<file path="src/rtl/aqua_sensor_pkg.sv">
// Shared definitions for the AQUA ultrasonic sensor path: state encoding,
// default timing constants and the distance clamp.
package aqua_sensor_pkg;

  typedef enum logic [2:0] {
    REPOUSO   = 3'd0,
    MEDE_TRIG = 3'd1,
    ATRASO    = 3'd2,
    ECHO      = 3'd3,
    HOLDOFF   = 3'd4
  } estado_t;

  localparam int DEF_TICKS_PER_US  = 50;
  localparam int DEF_TRIG_MIN_US   = 10;
  localparam int DEF_ECHO_DELAY_US = 400;
  localparam int DEF_TICKS_PER_CM  = 2941;
  localparam int DEF_MIN_CM        = 2;
  localparam int DEF_MAX_CM        = 400;
  localparam int DEF_TIMEOUT_US    = 38000;
  localparam int DEF_HOLDOFF_US    = 1000;

  // Wide enough for the 38 ms timeout at 50 MHz (1_900_000 ticks).
  localparam int CNT_W = 21;

  function automatic logic [8:0] clamp_cm(input logic [8:0] d, input int lo, input int hi);
    if (int'(d) < lo) return 9'(lo);
    if (int'(d) > hi) return 9'(hi);
    return d;
  endfunction

endpackage

</file>
<file path="src/rtl/sincroniza_borda.sv">
// Two-flop synchronizer for an asynchronous input, with one-cycle rise and
// fall pulses taken from the synchronized level.
module sincroniza_borda (
  input  logic clk_i,
  input  logic rst_ni,
  input  logic d_i,
  output logic nivel_o,
  output logic sobe_o,
  output logic desce_o
);

  logic meta_q;
  logic sinc_q;
  logic ant_q;

  always_ff @(posedge clk_i or negedge rst_ni) begin
    if (!rst_ni) begin
      meta_q <= 1'b0;
      sinc_q <= 1'b0;
      ant_q  <= 1'b0;
    end else begin
      meta_q <= d_i;
      sinc_q <= meta_q;
      ant_q  <= sinc_q;
    end
  end

  assign nivel_o = sinc_q;
  assign sobe_o  = sinc_q & ~ant_q;
  assign desce_o = ~sinc_q & ant_q;

endmodule

</file>
<file path="src/rtl/emulador_hcsr04.sv">
// HC-SR04 responder: measures the trigger pulse, waits the flight delay and
// returns an echo whose width encodes the programmed distance.
module emulador_hcsr04
  import aqua_sensor_pkg::*;
#(
  parameter int TICKS_PER_US  = DEF_TICKS_PER_US,
  parameter int TRIG_MIN_US   = DEF_TRIG_MIN_US,
  parameter int ECHO_DELAY_US = DEF_ECHO_DELAY_US,
  parameter int TICKS_PER_CM  = DEF_TICKS_PER_CM,
  parameter int MIN_CM        = DEF_MIN_CM,
  parameter int MAX_CM        = DEF_MAX_CM,
  parameter int TIMEOUT_US    = DEF_TIMEOUT_US,
  parameter int HOLDOFF_US    = DEF_HOLDOFF_US
) (
  input  logic       clock,
  input  logic       reset,
  input  logic       trigger,
  input  logic [8:0] distancia_cm,
  input  logic       presente,
  output logic       echo,
  output logic       ocupado,
  output logic       trigger_ignorado,
  output logic [2:0] db_estado
);

  localparam int TRIG_MIN = TRIG_MIN_US * TICKS_PER_US;
  localparam int DELAY    = ECHO_DELAY_US * TICKS_PER_US;
  localparam int TIMEOUT  = TIMEOUT_US * TICKS_PER_US;
  localparam int HOLD     = HOLDOFF_US * TICKS_PER_US;

  localparam logic [CNT_W-1:0] TRIG_MIN_C   = CNT_W'(TRIG_MIN);
  // The rise cycle itself is the first high tick, so the count trails the
  // true high time by one when the fall is seen.
  localparam logic [CNT_W-1:0] TRIG_ACEITA_C = CNT_W'(TRIG_MIN - 1);
  localparam logic [CNT_W-1:0] DELAY_FIM_C   = CNT_W'(DELAY - 1);
  localparam logic [CNT_W-1:0] HOLD_FIM_C    = CNT_W'(HOLD - 1);
  localparam logic [CNT_W-1:0] TIMEOUT_C     = CNT_W'(TIMEOUT);

  estado_t            state_q, state_d;
  logic [CNT_W-1:0]   cnt_q, cnt_d;
  logic [CNT_W-1:0]   width_q, width_d;
  logic               echo_q, echo_d;
  logic               ign_q, ign_d;
  logic               trig_nivel, trig_sobe, trig_desce;
  logic [CNT_W-1:0]   largura_dist;

  sincroniza_borda u_sinc (
    .clk_i   (clock),
    .rst_ni  (reset),
    .d_i     (trigger),
    .nivel_o (trig_nivel),
    .sobe_o  (trig_sobe),
    .desce_o (trig_desce)
  );

  assign largura_dist = CNT_W'(int'(clamp_cm(distancia_cm, MIN_CM, MAX_CM)) * TICKS_PER_CM);

  always_ff @(posedge clock or negedge reset) begin
    if (!reset) begin
      state_q <= REPOUSO;
      cnt_q   <= '0;
      width_q <= '0;
      echo_q  <= 1'b0;
      ign_q   <= 1'b0;
    end else begin
      state_q <= state_d;
      cnt_q   <= cnt_d;
      width_q <= width_d;
      echo_q  <= echo_d;
      ign_q   <= ign_d;
    end
  end

  always_comb begin
    state_d = state_q;
    cnt_d   = cnt_q;
    width_d = width_q;
    ign_d   = 1'b0;
    case (state_q)
      REPOUSO: begin
        if (trig_sobe) begin
          state_d = MEDE_TRIG;
          cnt_d   = '0;
        end
      end
      MEDE_TRIG: begin
        if (trig_desce) begin
          cnt_d = '0;
          if (cnt_q >= TRIG_ACEITA_C) begin
            state_d = ATRASO;
            width_d = presente ? largura_dist : TIMEOUT_C;
          end else begin
            state_d = REPOUSO;
          end
        end else if (trig_nivel && (cnt_q < TRIG_MIN_C)) begin
          cnt_d = cnt_q + CNT_W'(1);
        end
      end
      ATRASO: begin
        ign_d = trig_sobe;
        if (cnt_q == DELAY_FIM_C) begin
          state_d = ECHO;
          cnt_d   = '0;
        end else begin
          cnt_d = cnt_q + CNT_W'(1);
        end
      end
      ECHO: begin
        ign_d = trig_sobe;
        if (cnt_q == width_q - CNT_W'(1)) begin
          state_d = HOLDOFF;
          cnt_d   = '0;
        end else begin
          cnt_d = cnt_q + CNT_W'(1);
        end
      end
      HOLDOFF: begin
        ign_d = trig_sobe;
        if (cnt_q == HOLD_FIM_C) begin
          state_d = REPOUSO;
          cnt_d   = '0;
        end else begin
          cnt_d = cnt_q + CNT_W'(1);
        end
      end
      default: begin
        state_d = REPOUSO;
        cnt_d   = '0;
      end
    endcase
    echo_d = (state_d == ECHO);
  end

  always_comb begin
    echo             = echo_q;
    ocupado          = (state_q != REPOUSO);
    trigger_ignorado = ign_q;
    db_estado        = state_q;
  end

endmodule

</file>
<file path="config.mk">
export PLATFORM = sky130hd
export DESIGN_NAME = emulador_hcsr04
export DESIGN_NICKNAME = d
export VERILOG_FILES = /design/src/rtl/aqua_sensor_pkg.sv /design/src/rtl/sincroniza_borda.sv /design/src/rtl/emulador_hcsr04.sv
export SDC_FILE = /design/constraint.sdc
export NUM_CORES = 1
export LEC_CHECK = 0
export CAP_MARGIN = 20
export CORE_ASPECT_RATIO = 0.7
export CORE_MARGIN = 4
export CORE_UTILIZATION = 30
export CTS_CLUSTER_SIZE = 24
export DETAILED_ROUTE_END_ITERATION = 7
export PLACE_DENSITY_LB_ADDON = 0.08
export SYNTH_ARGS = -nofsm -noshare
export SYNTH_HDL_FRONTEND = slang
export SYNTH_SLANG_ARGS = --single-unit
</file>
<file path="constraint.sdc">
create_clock -name clock -period 3.5 [get_ports clock]
set_clock_uncertainty 0.15 [all_clocks]
set_input_delay 0.35 -clock clock [delete_from_list [all_inputs] [get_ports clock]]
set_output_delay 0.35 -clock clock [all_outputs]
set_load 0.02 [all_outputs]
</file>
==> After elaboration in Yosys (flattened, before gate mapping) <==
Index checks and enable logic that the tools add are counted.
{ "word_totals": {"regBits": 50, "latchBits": 0, "ramBits": 0, "rom_bits": 0, "inputBits": 13, "output_inout_bits": 6, "wordCells": 58, "n_memories": 0} }
{ "classes": {"addsub": 2, "mul": 1, "div": 0, "magnitude_cmp": 4, "n_eq_ne": 10, "shift": 0, "muxes": 23, "bitwise_logic": 4, "n_reduce_logical": 6} }
{ "op_table": {"columns": ["operator", "n"], "rows": [
  ["two-way mux 21 bit", 7],
  ["one-hot mux 21 bit (5 select lines)", 1],
  ["two-way mux 9 bit", 4],
  ["adder 21 x 1 -> 21 bit, second input constant", 1],
  ["== test 21 x 15 -> 1 bit, second input constant", 1],
  ["== test 21 x 16 -> 1 bit, second input constant", 1],
  ["== test 21 bit", 1],
  [">= comparator 21 x 9 -> 1 bit, second input constant", 1],
  ["less-than comparator 21 x 9 -> 1 bit, second input constant", 1],
  ["multiplier 9 x 12 -> 21 bit, second input constant", 1],
  ["subtractor 21 x 1 -> 21 bit, second input constant", 1],
  ["two-way mux 3 bit", 5],
  ["one-hot mux 3 bit (5 select lines)", 1],
  ["== test 3 x 2 -> 1 bit, second input constant", 3],
  ["greater-than comparator 9 bit, second input constant", 1],
  ["less-than comparator 9 x 2 -> 1 bit, second input constant", 1],
  ["two-way mux 1 bit", 4],
  ["== test 3 x 1 -> 1 bit, second input constant", 1],
  ["== test 3 bit, second input constant", 1],
  ["logical NOT 3 bit", 1],
  ["!= test 3 bit, second input constant", 1],
  ["AND reduction 3 bit", 1],
  ["nonzero test 3 bit", 1],
  ["OR reduction 3 bit", 1],
  ["other kinds (6)", 8]
]} }

==> Logic depth before layout (Yosys ltp) <==
{ "depth": {"depth_word": 7, "ltp_mapped": 22, "mapped_depth_nobuf": 22} }

==> Hierarchy <==
Synthesis repeated with hierarchy kept, for this count alone.
{ "hier_totals": {"hier_cells": 644, "area_unflattened_um2": 5580.4} }
{ "modules_own_cells": {"columns": ["mod", "n_inst", "cells_each", "area_each_um2", "seq_area_each_um2"], "rows": [
  ["emulador_hcsr04", 1, 639, 5490.3, 1176.1],
  ["sincroniza_borda", 1, 5, 90.1, 75.1]
]} }

==> Worst setup path before layout <==
Ideal clock, no wire load.
{ "synth_timing": {"path_kind": "input to register", "from": "input port distancia_cm[0]", "to": "register width_q[20]", "setup_ns": 0.121, "arrival_ns": 5.065, "required_time_ns": 3.229, "path_slack_ns": -1.836, "path_stages": 20, "path_buffers": 0, "path_cell_list": "o41ai_1 nand2_1 nand3_1 and2_1 fa_1 xor2_1 ha_1 fa_1 inv_1 fa_1 inv_1 ha_1 a211oi_1 nand2b_1 o211ai_1 a21oi_1 a211oi_1 a21oi_1 xor2_1 o22a_1"} }
{ "synth_between": {"elab_chain_cells": 7} }
{ "synth_rtl": {"columns": ["element", "line_no", "rtl"], "rows": [
  ["start: declaration", "emulador_hcsr04.sv:18", "input logic [8:0] distancia_cm,"],
  ["greater-than comparator 9 bit", "aqua_sensor_pkg.sv:27", "if (int'(d) > hi) return 9'(hi);"],
  ["two-way mux 1 bit (2 in series)", "aqua_sensor_pkg.sv:27", null],
  ["two-way mux 9 bit", "aqua_sensor_pkg.sv:28", "return d;"],
  ["two-way mux 9 bit *", "aqua_sensor_pkg.sv:27", null],
  ["multiplier 9 x 12 -> 21 bit *", "emulador_hcsr04.sv:56", "assign largura_dist = CNT_W'(int'(clamp_cm(distancia_cm, MIN_CM, MAX_CM)) * TICKS_PER_CM);"],
  ["two-way mux 21 bit *", "emulador_hcsr04.sv:91", "width_d = presente ? largura_dist : TIMEOUT_C;"],
  ["end signal: assignment", "emulador_hcsr04.sv:68", "width_q <= width_d;"],
  ["end: declaration", "emulador_hcsr04.sv:41", "logic [CNT_W-1:0] width_q, width_d;"]
]} }
Mark *: on every way between the ends. The rest lies on a longest branch, timed or not. The select of a mux whose other input is x is not followed.
A chain may end at the register's enable or synchronous reset.

==> Worst setup path after layout <==
{ "layout_timing": {"from": "input port distancia_cm[0]", "to": "register width_q[18]"} }
Same word-level chain as after synthesis.

==> flow_metrics.py <==
metrics = {
    "synthesis": {
        "async_flop_share_pct": 100,
        "ys_types": 63,
        "ys_seq_elements": 50,
        "synth_top_family_by_area": "adder cells",
        "synth-main-ff-cell": "dfrtp_1",
        "synth-xor-area-share_pct": 7.20,
        "yosys_warnings": 0,
        "synth_compound_area_share_pct": 15.2,
        "synth_fa_ha_area_share_pct": 24.7,
        "avgSynthCellArea_um2": 8.64,
        "syn_nets": 733,
        "ys_seq_area_share_pct": 22.8,
        "synth_cells": 634,
        "syn-cell-area_um2": 5480,
        "synth_edf_count": 0,
        "synth_mux_area_share_pct": 1.16,
        "yosys.area_share.simple_pct": 19.4,
    },
    "critical_path": {
        "startpoint_type": "input port",
        "critPathKind": "input port to flop",
        "cp.arrival_ns": 5.05,
        "worstPathCellList": "buf_8 > o41ai_4 > nand2_4 > nand3_4 > and2_4 > buf_4 > buf_4 > ha_2 > inv_2 > fa_1 > inv_1 > fa_1 > inv_2 > fa_1 > inv_1 > ha_4 > a211oi_4 > nand2b_1 > o211ai_1 > a21oi_2 > a211oi_2 > buf_4 > xor2_1 > a31oi_1",
        "end_kind": "flop",
        "r2r_slack_ns": 0.25,
        "critPathBufInv": 8,
        "max_stage_delay_ns": 0.54,
        "crit_path_top_delay_cell": "fa_1",
        "worst-r2r-cell-count": 9,
        "cp_num_cells": 24,
        "crit_fanout": 4,
        "worstReg2RegStart": "width_q[6]",
        "r2r-end": "cnt_q[3]",
        "worst_path_dominant_cell_family": "adder cells",
        "crit_start": "distancia_cm[0]",
        "crit_required_ns": 3.50,
        "worstSetupEndpoint": "width_q[18]",
    },
    "clock_network": {
        "insertion_delay_ns": 0.29,
        "cts_buffers": 5,
        "cts-root-buf": "clkbuf_16",
        "clock-sinks": 50,
        "cts_buffer_depth": 2,
        "clk_transition_reported_paths_ns": 0.07,
        "cts_tree": "done",
        "h-tree-depth": 2,
    },
    "power_and_ir_drop": {
        "p_leak_uw": 0.00342,
        "pwr_density_cell_nw_per_um2": 630,
        "ir_drop_v": 0.000403,
        "fin_total_pwr_uw": 4670,
    },
    "placement": {
        "dp_hpwl_um": 13000,
        "place_ws_ns": -2.24,
        "globalplace.congestion": 0.894,
        "dpl.cell_count": 968,
        "port_buffers": 18,
    },
    "timing": {
        "setup_violations": 16,
        "tightest_slew_ns": 0.848,
        "rsz0062_at_grt": "true",
        "hold_ws_ns": 0.000132,
        "fin_ws_ns": -1.55,
        "max_freq_mhz": 198,
        "hold_viol": 0,
        "period_needed_ns": 5.05,
        "relSlewSlack_pct": 43.4,
        "slew_violations": 0,
        "period_share_pct": 144,
    },
    "global_route": {
        "grt_usage_pct": 16.4,
        "overflow": 0,
        "grt_pass1_wl_um": 26800,
        "antenna_found_initial": 0,
        "grt_pass1_vias": 4878,
        "grt_max_degree": 36,
    },
    "run": {
        "maxCapViolCount": 0,
    },
    "detailed_routing": {
        "num_vias": 4897,
        "drt_first_pass_iters": 5,
        "wire_per_inst_um": 16.0,
        "drt_wl_total_um": 16000,
        "drt.antenna.violating_nets": 0,
        "via_per_inst": 4.93,
        "drtIter0Drc": 355,
        "drc": 0,
    },
    "run_status": {
        "status": "finished with violations",
        "violations": "setup timing",
    },
    "floorplanning": {
        "fp.coreArea_um2": 18000,
        "ios": 19,
        "die-width_um": 170,
        "die-area_um2": 20500,
        "initial_core_util_pct": 30.5,
        "num_rows": 41,
        "die_h_um": 121,
    },
    "finish": {
        "final_cell_mix": "buf_4 (122), inv_1 (85), dfrtp_1 (50)",
        "syn_to_final_growth_pct": 35.4,
        "drive_gt1_share_pct": 31.7,
        "final_common_cell": "buf_4",
        "nets": 856,
        "n_antenna_cell": 0,
        "finalNonFillerCells": 994,
    },
    "worst_hold_path": {
        "hold_class": "input port to async pin",
    },
}
[area by class of cell]
cell class	count	area [um2]
Multi-Input combinational cell	449	4160
Fill cell	1809	10500
Inverter	104	393
Timing Repair Buffer	147	1160
Tap cell	236	295
Clock inverter	2	12.5
Clock buffer	6	139
Sequential cell	50	1250
[cell families (layout without fill, tap and decap cells)]
group	count (synthesis)	in the layout
simple gates	191	191
buf+inv	135	259
compound gates	121	121
fa+ha+maj	86	86
flops	50	50
xor+xnor	45	45
mux	6	6
[worst reg2reg max path, cell delays in order (launching register included)]
cell and delay [ns]:
dfrtp_1 0.43, nor3_2 0.49, nand3_2 0.18, or4_1 0.53, a22o_1 0.29, nor4_4 0.24, nand4_4 0.23, buf_4 0.23
a221oi_1 0.28, nor2_1 0.09
[worst min path at each step]
stage	startpoint	endpoint	slack [ns]	cells after the start
6_report	reset	cnt_q[5]	0.0001	1
5_1_grt	reset	cnt_q[5]	0.07	1
4_1_cts	reset	cnt_q[5]	0.03	1
3_5_place_dp	u_sinc.meta_q	u_sinc.nivel_o	0.19	0
3_3_place_gp	u_sinc.meta_q	u_sinc.nivel_o	0.18	0
2_1_floorplan	reset	cnt_q[0]	-0.1	0
[synth_stat cells, types with 8 or more instances]
cell type,number,area share (%)
nand2b_1,8,0.91
nor3_1,18,1.6
o22ai_1,8,0.91
nand2_1,29,2.0
fa_1,37,14
xor2_1,18,2.9
nand3_1,28,2.6
o22a_1,8,1.3
and3_1,15,1.7
dfrtp_1,50,23
xnor2_1,27,4.3
nor2_1,38,2.6
clkbuf_1,26,1.8
a21oi_1,15,1.4
inv_1,104,7.1
a211oi_1,14,1.9
ha_1,49,11
o21ai_0,32,2.9
[layer usage]
metal / vias to the layer above / routed length, um / track usage (%)
met3: 2 / 680 / 2.12
met2: 92 / 5940 / 20.9
met5: - / 0 / 0
met4: 0 / 36 / 1.51
met1: 2387 / 9290 / 28.9
li1: 2416 / - / -
[timing repair]
action                                 4_1_cts  5_1_grt
gates resized for setup                     84       34
hold buffers                                 0        0
buffers inserted                            14        6
endpoints found under the hold margin        0        0
pin swaps                                   45       25
setup endpoints to repair                   17       24
[registers in the layout, indices dropped and copies added, names as in the netlist]
register / flops
cnt_q: 21
echo: 1
trigger_ignorado: 1
u_sinc.ant_q: 1
db_estado: 3
u_sinc.meta_q: 1
width_q: 21
u_sinc.nivel_o: 1
[report_power, final]
part	internal (uW)	switching [uW]
sequential	584	13.2
combinational	1900	1670
clock	284	227
[per-stage QoR]
| stage | setup TNS [ns] | utilization [%] | area (um2) |
|---|---|---|---|
| floorplan | -14.46 | - | 5620 |
| global placement | -29.48 | 37.9 | 6810 |
| detailed placement | -28.27 | 37.9 | 6810 |
| CTS | -17.54 | 40.4 | 7260 |
| global route | -20.48 | 41.3 | 7420 |
| finish | -17.90 | 41.3 | 7420 |
No activity file was read; power rests on OpenSTA's default activity.
